## src/rtl/mem_wb_stage.sv

```systemverilog
`default_nettype none
// ============================================================================
//  Module   : mem_wb_stage
//  Purpose  : MEM/WB pipeline register and write-back select for the 8-bit
//             pipelined core. Captures the MEM-stage result (ALU value and
//             data-memory read word) with destination/control, drives the
//             register-file write port one cycle later and flags EX-stage
//             forwarding hits on the write-back value.
//  Ports    : clk, rst (sync, active-high)
//             i_stall, i_flush            - hold / bubble control
//             i_valid_in, i_reg_write_in,
//             i_mem_to_reg_in, i_rd_in,
//             i_aluout_in, i_memtoreg_in  - MEM-stage result
//             i_rs1_ex, i_rs2_ex          - EX-stage source registers
//             o_wb_en, o_wb_addr, o_wb_data
//             o_fwd_a_hit, o_fwd_b_hit
//             o_retire_count              - only with RETIRE_COUNT_EN
//  Options  : `define RETIRE_COUNT_EN adds the retired-instruction counter.
//  Revision : 1.0 - initial release
// ============================================================================
module mem_wb_stage #(
  parameter int DATA_W       = 8,
  parameter int REG_ADDR_W   = 3,
  parameter int R0_HARDWIRED = 1,
  parameter int CNT_W        = 16
) (
  input  logic                  clk,
  input  logic                  rst,
  input  logic                  i_stall,
  input  logic                  i_flush,
  input  logic                  i_valid_in,
  input  logic                  i_reg_write_in,
  input  logic                  i_mem_to_reg_in,
  input  logic [REG_ADDR_W-1:0] i_rd_in,
  input  logic [DATA_W-1:0]     i_aluout_in,
  input  logic [DATA_W-1:0]     i_memtoreg_in,
  input  logic [REG_ADDR_W-1:0] i_rs1_ex,
  input  logic [REG_ADDR_W-1:0] i_rs2_ex,
  output logic                  o_wb_en,
  output logic [REG_ADDR_W-1:0] o_wb_addr,
  output logic [DATA_W-1:0]     o_wb_data,
  output logic                  o_fwd_a_hit,
  output logic                  o_fwd_b_hit
`ifdef RETIRE_COUNT_EN
  ,
  output logic [CNT_W-1:0]      o_retire_count
`endif
);

  localparam logic c_R0_HW = (R0_HARDWIRED != 0);

  logic                  r_valid;
  logic                  r_rw;
  logic                  r_m2r;
  logic [REG_ADDR_W-1:0] r_rd;
  logic [DATA_W-1:0]     r_alu;
  logic [DATA_W-1:0]     r_mem;

  logic w_r0_dest;
  logic w_wb_en;

  // Stage registers: rst > flush > stall > load.
  // On flush only the valid bit matters; the payload simply holds.
  always_ff @(posedge clk) begin
    if (rst) begin
      r_valid <= 1'b0;
      r_rw    <= 1'b0;
      r_m2r   <= 1'b0;
      r_rd    <= '0;
      r_alu   <= '0;
      r_mem   <= '0;
    end else if (i_flush) begin
      r_valid <= 1'b0;
    end else if (!i_stall) begin
      r_valid <= i_valid_in;
      r_rw    <= i_reg_write_in;
      r_m2r   <= i_mem_to_reg_in;
      r_rd    <= i_rd_in;
      r_alu   <= i_aluout_in;
      r_mem   <= i_memtoreg_in;
    end
  end

  // Register 0 is a constant zero when hardwired: no write, no forward.
  assign w_r0_dest = c_R0_HW & (r_rd == '0);
  assign w_wb_en   = r_valid & r_rw & ~w_r0_dest;

  assign o_wb_en     = w_wb_en;
  assign o_wb_addr   = r_rd;
  assign o_wb_data   = r_m2r ? r_mem : r_alu;
  assign o_fwd_a_hit = w_wb_en & (i_rs1_ex == r_rd);
  assign o_fwd_b_hit = w_wb_en & (i_rs2_ex == r_rd);

`ifdef RETIRE_COUNT_EN
  logic [CNT_W-1:0] r_retire_count;

  // An instruction retires on the edge that moves it out of WB: valid and
  // not held. A flush on that edge does not cancel the retiring instruction.
  always_ff @(posedge clk) begin
    if (rst) begin
      r_retire_count <= '0;
    end else if (r_valid && !i_stall) begin
      r_retire_count <= r_retire_count + 1'b1;
    end
  end

  assign o_retire_count = r_retire_count;
`endif

endmodule
`default_nettype wire

```

## config.mk

```make
export PLATFORM = sky130hd
export DESIGN_NAME = mem_wb_stage
export DESIGN_NICKNAME = d
export VERILOG_FILES = /design/src/rtl/mem_wb_stage.sv
export SDC_FILE = /design/constraint.sdc
export NUM_CORES = 1
export LEC_CHECK = 0
export CORE_ASPECT_RATIO = 1.75
export CORE_UTILIZATION = 41
export DETAILED_ROUTE_END_ITERATION = 12
export HOLD_SLACK_MARGIN = 0.02
export PLACE_DENSITY_LB_ADDON = 0.1
export SKIP_CTS_REPAIR_TIMING = 1
export SKIP_LAST_GASP = 1
export SYNTH_ARGS = -nofsm -noshare
export SYNTH_HDL_FRONTEND = slang
export SYNTH_SLANG_ARGS = --single-unit
```

## constraint.sdc

```tcl
create_clock -name clk -period 1.5 [get_ports clk]
set_clock_uncertainty 0.1 [all_clocks]
set_input_delay 0.3 -clock clk [delete_from_list [all_inputs] [get_ports clk]]
set_output_delay 0.3 -clock clk [all_outputs]
set_load 0.005 [all_outputs]
```

== After elaboration in Yosys (flattened, before gate mapping) ==
Cells that the tools add are included.
Cells by class
  eq/ne operators: 2
  mux-type cells: 1
  bitwise gates (word level): 7
  reductions and logical operators: 3
Operators with widths (number)
  $mux 8: 1
  $eq 3x3->1: 2
  $and 1x1->1: 4
  $logic_not 3->1: 1
  $not 1->1: 3
  $reduce_and 2->1: 1
  $reduce_or 2->1: 1
Word-level totals
  flip-flop bits (word level): 22
  input bits: 32
  output and inout bits: 14
  word-level logic and storage cells: 19

== Depth between registers and ports, before layout ==
  depth after elaboration: 4
  gate-level depth with buffers: 3
  mapped depth without buffers: 2

== Least setup slack after synthesis ==
Ideal clock, no wire load.
  path type: register -> output
  from: register r_rd[2] (netlist: o_wb_addr[2])
  to: output port o_fwd_a_hit
  data arrival time: 957 ps
  data required time: 1100 ps
  path slack: 143 ps
  stages on the path, launching flop included: 3
  path buffers: 0
  cell sequence: dfxtp_1 > o311ai_0 > nor4_1
On the way
  cells in the longest elaborated chain, start to end: 4
  elaborated cells on any way between the ends: 5
  those cells by class: eq/ne: 1; bitwise: 3; reduce/logical: 1
Ends and longest elaborated chain
  start: declaration: RTL line 55  | logic [REG_ADDR_W-1:0] r_rd;
  start signal: assignment: RTL line 78  | r_rd <= i_rd_in;
  $logic_not 3->1: RTL line 85  | assign w_r0_dest = c_R0_HW & (r_rd == '0);
  $not 1->1: RTL line 86  | assign w_wb_en = r_valid & r_rw & ~w_r0_dest;
  $and 1x1->1: RTL line 86
  $and 1x1->1 (*): RTL line 91  | assign o_fwd_a_hit = w_wb_en & (i_rs1_ex == r_rd);
  end: declaration: RTL line 42  | output logic o_fwd_a_hit,
Every way passes the cells marked *; elsewhere a longest branch is shown, timed or not.

== Worst setup path in the final report ==
  from: register r_rd[1] (netlist: o_wb_addr[1])
  to: output port o_fwd_a_hit
Same word-level chain as after synthesis.

==> impl_metrics.json <==
{
  "tritoncts": "done",
  "rrSetupSlack_ns": 0.63,
  "dpl.cell_count": 190,
  "r2r-end": "o_wb_addr[2]",
  "worstSetupPathType": "reg -> out",
  "die_h_um": 69.5,
  "die_area_sq_um": 2820,
  "worstPathMaxFanout": 4,
  "worstSkewPairLatency_ns": 0.26,
  "grt_pass1_wl_um": 4380,
  "p_per_area_nw_per_um2": 813,
  "drv_cap": 0,
  "grt_start_max_net_pins": 29,
  "nets": 201,
  "failed_checks": "setup timing",
  "num_rows": 24,
  "slowest_delay_ns": 0.34,
  "fin_crit_ns": 1.75,
  "swShare_pct": 21.5,
  "clk_path_buf_depth": 2,
  "crit_path_end_kind": "output pin",
  "hold_violations": 0,
  "htreeDepth": 1,
  "floorplan.initialDensity_pct": 43.3,
  "rr_worst_depth": 3,
  "start_kind": "flop",
  "pre_cts_slack_ns": -0.567,
  "netlist_area_sq_um": 1070,
  "min_path_cells": 2,
  "hold_path_end": "r_mem[7]",
  "clk_pin_slew_worst_paths_ns": 0.08,
  "clkSinkCount": 22,
  "synth_adder_area_share_pct": 0,
  "crit_required_ns": 1.10,
  "p_leak_uw": 0.000789,
  "synth_cells": 116,
  "synth_compound_area_share_pct": 20.5,
  "slowest_stage": "dfxtp_2",
  "yosys.area_share.simple_pct": 18.9,
  "vias_per_cell": 5.47,
  "first_pass_iters": 4,
  "hp-start": "r_mem[7]",
  "ir_drop_v": 0.00110,
  "overflow": 0,
  "area_growth_pct": 66.5,
  "rsz0062_at_grt": "yes",
  "antenna_found_initial": 0,
  "ios": 46,
  "worst_slew_pin_slew_ns": 0.260,
  "slew_headroom_pct": 82.6,
  "p_int_uw": 1130,
  "grt_use_total_pct": 21.8,
  "drive_gt1_share_pct": 29.8,
  "hold_path.class": "reg -> reg",
  "ys_ff_latch": 22,
  "grt_pass1_vias": 1029,
  "slew_violations": 0,
  "combPwrFrac_pct": 18.6,
  "dpl.hpwl_um": 2120,
  "synth_top_family_by_area": "compound AO/OA/AOI/OAI gates",
  "cts_root_buffer": "clkbuf_8",
  "p_sw_uw": 310,
  "clock.fmax_mhz": 571,
  "antenna_cells": 0,
  "route.detailed.drc": 0,
  "io_buffers": 45,
  "dr_total_vias": 1062,
  "path_cells": "buf_6 > xor2_1 > nor4_2 > buf_2",
  "syn-num-nets": 148,
  "layout_commonest_cell": "clkdlybuf4s50_1",
  "final_cell_mix": "clkdlybuf4s50_1, o21ai_0, a21oi_1",
  "r2r_start": "o_wb_addr[2]",
  "antenna_left": 0,
  "drt-wirelength-per-cell_um": 15.2,
  "avgSynthCellArea_sq_um": 9.19,
  "synth_cell_types": 16,
  "ys_seq_area_share_pct": 41.3,
  "yosys.area_share.xor_xnor_pct": 4.93,
  "arrival_ns": 1.35,
  "worst_slack_ns": -0.250,
  "status": "finished, violations left",
  "yosys_warnings": 0,
  "synthMuxAreaShare_pct": 9.39,
  "finish.cell_count_without_fillers": 194,
  "die_w_um": 40.5,
  "clkPwrFrac_pct": 38.0,
  "num-fill-cells": 205,
  "drt_iter0_drc": 17,
  "cts_buffers": 3,
  "fin_crit_sh_pct": 117,
  "p_seq_share_pct": 43.4,
  "core-area_sq_um": 2460,
  "setup_tns_ns": -1.19,
  "gp_congestion": 0.735,
  "setup_viol": 11,
  "wirelength_um": 2960
}
Yosys cell counts:
library cell / count / area share, %
nor3_1: 1 / 0.47
or3b_2: 3 / 2.5
clkbuf_2: 1 / 0.47
xor2_1: 6 / 4.9
mux2_2: 8 / 8.5
nor4_1: 2 / 1.2
buf_2: 2 / 0.94
or3b_1: 18 / 15
o311ai_0: 1 / 0.82
a21oi_1: 21 / 9.9
buf_4: 1 / 0.70
clkbuf_1: 7 / 2.5
dfxtp_1: 22 / 41
mux2i_1: 1 / 0.94
inv_1: 1 / 0.35
o21ai_0: 21 / 9.9
per-layer routing:
layer,routed length (um),vias to the layer above,global-route usage [%]
li1,-,522,-
met2,1700,25,38.1
met1,1130,511,25.1
met5,0,-,0
met4,28,0,6.67
met3,94,4,2.88
cells by family (layout without fill, tap and decap cells):
| logic type | after synthesis | after routing |
|---|---|---|
| muxes | 9 | 9 |
| xor gates and xnor gates | 6 | 6 |
| and+or+nand+nor | 24 | 24 |
| AOI/OAI and AO/OA | 43 | 43 |
| buffers and inverters | 12 | 64 |
| DFF | 22 | 22 |
worst max-delay path by stage:
stage | slack, ns | startpoint | depth (start not counted) | end
after floorplan | 0.14 | o_wb_addr[2] | 2 | o_fwd_a_hit
after global placement | -0.55 | i_rs1_ex[1] | 4 | o_fwd_a_hit
after detailed placement | -0.57 | i_rs2_ex[1] | 4 | o_fwd_b_hit
after CTS | -0.64 | o_wb_addr[2] | 4 | o_fwd_b_hit
after global routing | -0.29 | o_wb_addr[2] | 4 | o_fwd_a_hit
final | -0.25 | o_wb_addr[1] | 4 | o_fwd_a_hit
stage by stage:
stage	util [%]	hold WS [ns]	total power [uW]	area [sq um]
after floorplan	-	0.269	733	1070
after global placement	65.7	0.358	880	1620
after detailed placement	65.7	0.366	889	1620
after CTS	68.6	0.377	1430	1690
after global routing	72.1	0.409	1500	1780
final	72.1	0.379	1440	1780
sequential cells by signal (all words and copies together) (netlist names):
signal     flops
r_valid        1
r_rw           1
r_alu          8
r_mem          8
o_wb_addr      3
r_m2r          1
area by class of cell:
cell class	instances	area, sq um	area share (%)
Multi-Input combinational cell	82	651	36.6
Timing Repair Buffer	59	569	32.1
Sequential cell	22	448	25.2
Clock buffer	3	41.3	2.33
Tap cell	26	32.5	1.83
Clock inverter	1	30.0	1.69
Inverter	1	3.75	0.211
worst max-delay path, delay by kind of cell, from the launching register on:
| family | cells | cell delay (ns) |
|---|---|---|
| xor gates and xnor gates | 1 | 0.18 |
| buffers and inverters | 2 | 0.29 |
| DFF | 1 | 0.34 |
| and+or+nand+nor | 1 | 0.29 |
power by group through the flow:
| stage | clock (uW) | sequential (uW) | combinational [uW] |
|---|---|---|---|
| 4_1_cts | 553 | 623 | 255 |
| 3_3_place_gp | 0 | 635 | 245 |
| 5_1_grt | 583 | 630 | 291 |
| 6_report | 549 | 627 | 268 |
| 3_5_place_dp | 0 | 636 | 253 |
| 2_1_floorplan | 0 | 635 | 97.9 |
Power figures use the tool's default switching activity.
